===== src/rtl/combi_hazard_pkg.sv =====
// Shared types and constants for the combined ARM/RISC-V scoreboard hazard unit.
// Build option: COMBI_DUAL_ISA_EN adds a per-entry ISA bit (ARM r0 is a real register).
package combi_hazard_pkg;

  localparam int REG_MAX_W = 8;
  localparam int RDY_MAX_W = 4;

  localparam int STG_E = 1;
  localparam int STG_M = 2;

  localparam logic [RDY_MAX_W-1:0] RDY_ALU  = 4'd2;
  localparam logic [RDY_MAX_W-1:0] RDY_LOAD = 4'd3;

  typedef struct packed {
    logic                 valid;
    logic [REG_MAX_W-1:0] rd;
    logic                 regWrite;
    logic                 isaArm;
  } sb_tag_t;

  typedef struct packed {
    sb_tag_t              tag;
    logic [RDY_MAX_W-1:0] ready;
  } sb_entry_t;

  // Register 0 is hard-wired only when both producer and consumer are RISC-V.
  function automatic logic sbMatch(sb_tag_t e, logic [REG_MAX_W-1:0] r, logic consumerArm);
    logic zeroReg;
    zeroReg = (r == '0) && !consumerArm && !e.isaArm;
    return e.valid && e.regWrite && (e.rd == r) && !zeroReg;
  endfunction

endpackage


===== src/rtl/combi_fwd_sel.sv =====
// Forward-source priority select for one execute operand: youngest matching
// producer in stages M..W wins, 0 selects the register file.
module combi_fwd_sel
  import combi_hazard_pkg::*;
#(
  parameter int DEPTH = 3,
  parameter int SEL_W = 2
) (
  input  sb_tag_t [DEPTH:2]       tags,
  input  logic [REG_MAX_W-1:0]    rs,
  input  logic                    srcUse,
  input  logic                    consumerArm,
  output logic [SEL_W-1:0]        sel
);

  always_comb begin
    sel = '0;
    for (int s = DEPTH; s >= STG_M; s--) begin
      if (srcUse && sbMatch(tags[s], rs, consumerArm)) sel = SEL_W'(s);
    end
  end

endmodule


===== src/rtl/combi_hazard_sb.sv =====
// Scoreboard hazard unit: stalls, flushes and forward selects for a DEPTH-stage back end.
// Build option: COMBI_DUAL_ISA_EN adds the IsaArmD port and ARM r0 tracking.
module combi_hazard_sb
  import combi_hazard_pkg::*;
#(
  parameter int  DEPTH = 3,
  parameter int  REG_W = 5,
  localparam int RDY_W = $clog2(DEPTH + 1)
) (
  input  logic             clk,
  input  logic             rst,
  input  logic [REG_W-1:0] Rs1D,
  input  logic [REG_W-1:0] Rs2D,
  input  logic             Use1D,
  input  logic             Use2D,
  input  logic [REG_W-1:0] RdD,
  input  logic             RegWriteD,
  input  logic [RDY_W-1:0] ReadyD,
  input  logic             RedirectE,
`ifdef COMBI_DUAL_ISA_EN
  input  logic             IsaArmD,
`endif
  output logic             StallF,
  output logic             StallD,
  output logic             FlushD,
  output logic             FlushE,
  output logic [RDY_W-1:0] ForwardAE,
  output logic [RDY_W-1:0] ForwardBE
);

  sb_entry_t [DEPTH:1]  entries;
  sb_tag_t   [DEPTH:2]  fwdTags;
  sb_entry_t            newEntry;
  logic                 dvalid;
  logic [REG_MAX_W-1:0] rs1E, rs2E;
  logic                 use1E, use2E, armE, armD;
  logic [RDY_MAX_W-1:0] readyEff;
  logic                 ldStall;
  logic [RDY_W-1:0]     fwdA, fwdB;

`ifdef COMBI_DUAL_ISA_EN
  assign armD = IsaArmD;
`else
  assign armD = 1'b0;
`endif

  // An E-stage result is never visible before M.
  assign readyEff = (ReadyD < RDY_W'(STG_M)) ? RDY_ALU : RDY_MAX_W'(ReadyD);

  // The last stage can never hold a not-yet-ready producer, so scanning it is harmless.
  always_comb begin
    ldStall = 1'b0;
    for (int s = 1; s <= DEPTH; s++) begin
      if (int'(entries[s].ready) > s + 1 &&
          ((Use1D && sbMatch(entries[s].tag, REG_MAX_W'(Rs1D), armD)) ||
           (Use2D && sbMatch(entries[s].tag, REG_MAX_W'(Rs2D), armD))))
        ldStall = 1'b1;
    end
    ldStall = ldStall & dvalid;
  end

  always_comb begin
    if (!rst) begin
      StallF    = 1'b0;
      StallD    = 1'b0;
      FlushD    = 1'b1;
      FlushE    = 1'b1;
      ForwardAE = '0;
      ForwardBE = '0;
    end else begin
      StallF    = ldStall & ~RedirectE;
      StallD    = ldStall & ~RedirectE;
      FlushD    = RedirectE;
      FlushE    = ldStall | RedirectE;
      ForwardAE = fwdA;
      ForwardBE = fwdB;
    end
  end

  always_comb begin
    newEntry              = '0;
    newEntry.tag.valid    = dvalid & ~FlushE;
    newEntry.tag.rd       = REG_MAX_W'(RdD);
    newEntry.tag.regWrite = RegWriteD;
    newEntry.tag.isaArm   = armD;
    newEntry.ready        = readyEff;
  end

  // D/E boundary and post-decode shift: payload is unreset, only valid/use bits clear.
  always_ff @(posedge clk) begin
    for (int k = DEPTH; k >= 2; k--) entries[k] <= entries[k-1];
    entries[1] <= newEntry;
    rs1E       <= REG_MAX_W'(Rs1D);
    rs2E       <= REG_MAX_W'(Rs2D);
    armE       <= armD;
    if (!rst) begin
      for (int k = 1; k <= DEPTH; k++) entries[k].tag.valid <= 1'b0;
      use1E  <= 1'b0;
      use2E  <= 1'b0;
      dvalid <= 1'b0;
    end else begin
      use1E  <= newEntry.tag.valid & Use1D;
      use2E  <= newEntry.tag.valid & Use2D;
      dvalid <= FlushD ? 1'b0 : (StallD ? dvalid : 1'b1);
    end
  end

  always_comb begin
    fwdTags = '0;
    for (int s = 2; s <= DEPTH; s++) fwdTags[s] = entries[s].tag;
  end

  combi_fwd_sel #(.DEPTH(DEPTH), .SEL_W(RDY_W)) uFwdA (
    .tags        (fwdTags),
    .rs          (rs1E),
    .srcUse      (use1E),
    .consumerArm (armE),
    .sel         (fwdA)
  );

  combi_fwd_sel #(.DEPTH(DEPTH), .SEL_W(RDY_W)) uFwdB (
    .tags        (fwdTags),
    .rs          (rs2E),
    .srcUse      (use2E),
    .consumerArm (armE),
    .sel         (fwdB)
  );

endmodule


===== config.mk =====
export PLATFORM = sky130hd
export DESIGN_NAME = combi_hazard_sb
export DESIGN_NICKNAME = d
export VERILOG_FILES = /design/src/rtl/combi_hazard_pkg.sv /design/src/rtl/combi_fwd_sel.sv /design/src/rtl/combi_hazard_sb.sv
export SDC_FILE = /design/constraint.sdc
export NUM_CORES = 1
export LEC_CHECK = 0
export ABC_AREA = 1
export CORE_MARGIN = 2
export CORE_UTILIZATION = 53
export CTS_CLUSTER_DIAMETER = 40
export DETAILED_ROUTE_END_ITERATION = 10
export GPL_TIMING_DRIVEN = 0
export PLACE_DENSITY = 0.87
export SYNTH_ARGS = -nofsm -noshare
export SYNTH_HDL_FRONTEND = slang
export SYNTH_SLANG_ARGS = --single-unit
export TNS_END_PERCENT = 50

===== constraint.sdc =====
create_clock -name clk -period 2.6 [get_ports clk]
set_clock_uncertainty 0.05 [all_clocks]
set_input_delay 0.52 -clock clk [delete_from_list [all_inputs] [get_ports clk]]
set_output_delay 0.52 -clock clk [all_outputs]
set_load 0.005 [all_outputs]

==> results.md, run 1 <==
- Area contributors post-synth: dfxtp_1 (50%), nand2_1 (13%), inv_1 (7.8%)
- Critical path's top delay family: buffers and inverters
- Synth warn: 0
- DRT Pass-1 Iters: 4
- Syn Area/Cell: 7.80 sq um
- Clk_lat worst skew: 0.34 ns
- Cell mode on critical path: nor2_1
- H-tree depth: 2
- Number of synthesized flops with an enable pin: 0
- Vias after detailed routing: 1295
- Worst setup EP type: output port
- Final setup viols: 0
- Pin count of the biggest net entering global routing: 11
- Final nets: 245
- Worst Path Buf+Inv: 4
- Cells after synthesis: 184
- MaxCap Viol Count: 0
- Most instantiated library cell after synthesis: nand2_1
- Status: finished clean
- Sequential area share after synthesis: 50.2%
- Mapped Area: 1440 sq um
- Fillers: 191
- Max VDD drop: 0.000539 V
- Clock transition at path regs: 0.09 ns
- Clock sink total: 36
- Synth cell count leaders: nand2_1 (51), dfxtp_1 (36), inv_1 (30)
- I/O Pins: 31
- Asr flop ratio synth: 0%
- Final GP Congestion: 0.827
- Slowest stage cell, crit path: clkdlybuf4s50_1
- Flip-flop and latch count after synthesis: 36
- Fmax: 0.399 GHz
- Worst hold slack: 0.305 ns
- Crit path required time: 2.03 ns
- Fin. Hold Viols: 0
- HP Class: reg -> reg
- Worst Path Arrival: 1.94 ns
- RSZ-0062 raised after global routing: true
- Crit path launch type: input port
- Crit-path max cell delay: 0.44 ns
- Drt total wl: 3.32 mm
- Die W: 56.0 um
- GRT Resource Usage Total: 23.2%
- Vias in the first global route: 1303
- Post-DP HPWL: 2.51 mm
- Syn nets: 207
- Synth top area share: 50.2%
- PortBufs: 30
- CTS tree: done
- Yosys top cell by area: dfxtp_1
- Static leakage: 0.947 nW
- Die Span Y: 56.0 um
- Cell variety after synth: 22
- ANT nets after route: 0
- Initial DRC count: 30
- CP max FO: 3
- Fin Setup TNS: 0 ns
- Hold-fix buffers, CTS: 0
- Fin crit share: 96.4%
- Area growth syn-to-layout: 29.1%
- Slew Viols, Final: 0
- DRC Markers: 0
- Min cycle time layout: 2.51 ns
- Most used flip-flop cell after synthesis: dfxtp_1
- Overflow after GRT: 0
- Share of cells above drive strength 1: 11.2%
- Die area: 3140 sq um
- CTS root buffer: clkbuf_4
- Kind of critical path: in -> out
- Global-route wire length before repair: 5.53 mm
- Core area: 2520 sq um
- Site row count: 18
- # diodes: 0
- Initial antenna violation count: 0
- Clock buffer depth: 2
- Post-DR wirelength/cell: 13.1 um
- Vias per inst: 5.12
- Initial Util: 56.9%
- Power Density: 553 nW/um^2
- Worst path cell trace: clkdlybuf4s50_1, inv_2, nor2_1, nor2_1, nand4_1, nand2_1, nand2_2, nor2_4, buf_4, dlygate4sd2_1
- CTS Buf Count: 5
## state kept, by name, summed over array words and instances (netlist names)
signal / count
entries: 23
rs1E: 5
rs2E: 5
dvalid: 1
use1E: 1
use2E: 1
## kinds of logic (layout without fill, tap and decap cells)
| kind of cell | after synthesis | after routing | share of synthesized area (%) |
|---|---|---|---|
| buf+inv | 36 | 75 | 9.68 |
| xor+xnor | 10 | 10 | 6.10 |
| other cells | 1 | 1 | 0.261 |
| compound gates | 7 | 7 | 3.49 |
| flops | 36 | 36 | 50.2 |
| simple gates | 94 | 94 | 30.3 |
## final timing paths
check	from	endpoint	slack (ns)	depth (start not counted)
min	entries[20]	entries[35]	0.30	0
max	Rs2D[4]	StallF	0.09	10
max reg2reg	entries[6]	use1E	1.17	10
min reg2reg	entries[20]	entries[35]	0.30	0
## layout by cell type, fill, tap and decap left out, drive strengths merged
master | netlist | final
buf | 1 | 2
clkbuf | 0 | 8
clkdlybuf4s50 | 0 | 16
conb | 1 | 1
dfxtp | 36 | 36
dlygate4sd2 | 0 | 11
dlymetal6s2s | 0 | 3
inv | 35 | 35
nand2 | 52 | 52
nand3 | 8 | 8
nand3b | 1 | 1
nand4 | 6 | 6
nor2 | 23 | 23
nor3 | 2 | 2
nor4 | 2 | 2
o2111ai | 1 | 1
o211ai | 1 | 1
o21ai | 1 | 1
o22ai | 4 | 4
xnor2 | 5 | 5
xor2 | 5 | 5
## power breakdown
group | switching [mW] | internal [mW]
combinational | 0.0550 | 0.0552
clock | 0.178 | 0.133
sequential | 0.0244 | 0.579
total | 0.257 | 0.767
## stage by stage
step / power (mW) / utilization [%] / worst slack [ns] / area, sq um / std cells
2_1_floorplan: 0.665 / - / 0.806 / 1440 / 184
3_3_place_gp: 0.719 / 70.3 / -0.300 / 1770 / 244
3_5_place_dp: 0.726 / 70.3 / -0.384 / 1770 / 244
4_1_cts: 1.03 / 72.5 / 0.00635 / 1830 / 252
5_1_grt: 1.07 / 73.5 / -0.0142 / 1850 / 253
6_report: 1.02 / 73.5 / 0.0924 / 1850 / 253
## layout make-up
class	count	area (sq um)	share of cell area (%)
flip-flops and latches	36	721	38.9
clock buffers	8	58.8	3.17
plain buffers	1	7.51	0.405
inverters	35	131	7.09
repair buffers	31	302	16.3
well taps	30	37.5	2.03
multi-input cells	112	596	32.1
## per-layer routing
metal	global-route usage [%]	share of wire (%)	vias up	routed length [um]
li1	-	-	635	-
met1	25.1	38	591	1260
met2	39.8	52	51	1720
met3	5.12	5.2	18	173
met4	16.0	4.8	0	159
met5	0	0	-	0
## repair_timing
item                                    CTS  global route
resized for setup                        14             6
endpoints found under the setup margin    5             3
buffers inserted                          0             1
pin swaps                                 2             5
No activity file was read; power rests on OpenSTA's default activity.
==> inputs of run 2 (changes only) <==
--- a/config.mk
+++ b/config.mk
@@ -9,9 +9,12 @@
 export CORE_MARGIN = 2
 export CORE_UTILIZATION = 53
 export CTS_CLUSTER_DIAMETER = 40
+export CTS_CLUSTER_SIZE = 14
 export DETAILED_ROUTE_END_ITERATION = 10
 export GPL_TIMING_DRIVEN = 0
 export PLACE_DENSITY = 0.87
+export SETUP_SLACK_MARGIN = 0.15
+export SLEW_MARGIN = 30
 export SYNTH_ARGS = -nofsm -noshare
 export SYNTH_HDL_FRONTEND = slang
 export SYNTH_SLANG_ARGS = --single-unit
==> results.md, run 2 (synthesis results as in run 1) <==
- Status: finished clean
- Vias per inst: 5.15 (+0.59%)
- Static leakage: 0.972 nW (+2.6%)
- Worst Slack Setup Final: 0.155 ns (+0.0625 ns)
- Post-DR wirelength/cell: 13.3 um (+1.1%)
- Worst Path Arrival: 1.88 ns (-0.06 ns)
- Vias in the first global route: 1313 (+0.77%)
- Post-Layout Cell Count: 255 (+0.79%)
- DRT Pass-1 Iters: 4 (unchanged)
- Max reg flops: 23 (unchanged)
- Most common cell after layout, fill and taps aside: nand2_1
- Min cycle time layout: 2.45 ns (-0.0625 ns)
- Final setup viols: 0 (unchanged)
- R2R Setup Slk: 1.23 ns (+0.06 ns)
- Clock buffer depth: 2 (unchanged)
- CTS root buffer: clkbuf_4
- Crit path launch type: register
- CTS tree: done
- Dpl cells: 244 (unchanged)
- PortBufs: 30 (unchanged)
- Pin count of the biggest net entering global routing: 11 (unchanged)
- Slowest stage cell, crit path: clkdlybuf4s50_1
- I/O Pins: 31 (unchanged)
- Drt total wl: 3.38 mm (+1.9%)
- Crit path required time: 2.03 ns (about the same)
- Initial antenna violation count: 0 (unchanged)
- Fin. Hold Viols: 0 (unchanged)
- Final GP Congestion: 0.827 (unchanged)
- GRT Resource Usage Total: 23.5% (+0.29 points)
- RSZ-0062 raised after global routing: true
- Initial Util: 56.9% (unchanged)
- Hold-fix buffers, CTS: 0 (unchanged)
- Fin crit share: 94.0% (-2.4 points)
- # diodes: 0 (unchanged)
- Final nets: 247 (+0.82%)
- Cell mode on critical path: nor2_1
- Site row count: 18 (unchanged)
- CP max FO: 4 (+1)
- H-tree depth: 2 (unchanged)
- HP Class: in -> reg
- Power Density: 544 nW/um^2 (-1.5%)
- End point of the critical path: ForwardBE[0]
- Area growth syn-to-layout: 31.3%
- Worst setup EP type: output port
- Capturing point of the worst reg2reg path: use1E
- Biggest regs: entries (23), rs1E (5), rs2E (5)
- CTS Buf Count: 5 (unchanged)
- Global-route wire length before repair: 5.58 mm (+0.89%)
- Finished Core Util: 74.7% (+1.2 points)
- Slew Viols, Final: 0 (unchanged)
- Clock sink total: 36 (unchanged)
- MaxCap Viol Count: 0 (unchanged)
- Die W: 56.0 um (unchanged)
- Overflow after GRT: 0 (unchanged)
- Worst path cell trace: xnor2_1, o211ai_1, nor2_1, nand3_1, nor2_1, clkdlybuf4s50_1
- Core area: 2520 sq um (unchanged)
- Final Total Pwr: 1.03 mW (+0.12%)
- FF-to-FF Start: entries[7]
- Most frequent cells in the layout: nand2_1 (51), inv_1 (29), dfxtp_1 (28)
- Crit-path max cell delay: 0.50 ns (+0.06 ns)
- R2R cell count: 10 (unchanged)
- Initial DRC count: 56 (+87%)
- ANT nets after route: 0 (unchanged)
- Die area: 3140 sq um (unchanged)
- Max VDD drop: 0.000532 V (-1.2%)
- Clock transition at path regs: 0.10 ns (about the same)
- Share of cells above drive strength 1: 17.3% (+6.1 points)
- Largest register by flop count: entries
- Post-DP HPWL: 2.51 mm (unchanged)
- Vias after detailed routing: 1313 (+1.4%)
- Clk_lat worst skew: 0.34 ns (about the same)
- Fmax: 0.409 GHz (+2.6%)
- Worst setup path start: rs2E[0]
- Setup WS pre-CTS: -0.384 ns (unchanged)
- Die Span Y: 56.0 um (unchanged)
- Kind of critical path: reg -> out
- Fin Setup TNS: 0 ns (unchanged)
- DRC Markers: 0 (unchanged)
## run 2: cell count changes in the layout (fill, tap and decap cells not counted), moves of 2 or more
cell,before,now
nor2_2,0,2
dlygate4sd2_1,11,9
clkdlybuf4s50_1,16,13
clkdlybuf4s15_1,0,2
dfxtp_2,0,8
dfxtp_1,36,28
nor2_1,20,18
buf_4,2,4
## run 2: per-layer routing
layer | wire [um] | up-vias | GRT usage, %
met5 | 0 | - | 0
met4 | 172 | 0 | 17.0
met3 | 232 | 20 | 5.81
met2 | 1700 | 67 | 39.7
met1 | 1270 | 588 | 25.2
li1 | - | 638 | -
## run 2: layout make-up
cell class                      instances  area (sq um)
Buffer                                  1          7.51
Multi-Input combinational cell        112           601
Inverter                               35           131
Timing Repair Buffer                   33           318
Sequential cell                        36           731
Clock buffer                            8          58.8
Fill cell                             181           638
Tap cell                               30          37.5
## run 2: worst min path at each step
stage | to | startpoint | slack [ns] | depth (start not counted)
floorplan | entries[35] | entries[20] | 0.28 | 0
global placement | entries[35] | entries[20] | 0.28 | 0
detailed placement | entries[35] | entries[20] | 0.29 | 0
CTS | entries[35] | entries[20] | 0.31 | 0
global route | rs2E[0] | Rs2D[0] | 0.27 | 1
finish | rs2E[0] | Rs2D[0] | 0.29 | 1
## run 2: through the flow
step	hold slack (ns)	cell area, sq um
2_1_floorplan	0.281	1440
3_3_place_gp	0.284	1770
3_5_place_dp	0.286	1770
4_1_cts	0.306	1850
5_1_grt	0.271	1880
6_report	0.286	1880
## run 2: power by group
part / total, mW / internal, mW / switching, mW
sequential: 0.605 / 0.580 / 0.0251
combinational: 0.111 / 0.0550 / 0.0561
clock: 0.309 / 0.133 / 0.176
## run 2: what timing repair did
item	in CTS	in global routing
pin swaps	7	5
resized for setup	20	19
endpoints found under the setup margin	8	7
buffers inserted	2	1
## run 2: critical path, delay by kind of cell (launching register included)
family | cells | cell delay (ns)
buffers and inverters | 1 | 0.50
DFF | 1 | 0.44
and+or+nand+nor | 3 | 0.33
xor gates and xnor gates | 1 | 0.14
AOI/OAI and AO/OA | 1 | 0.12
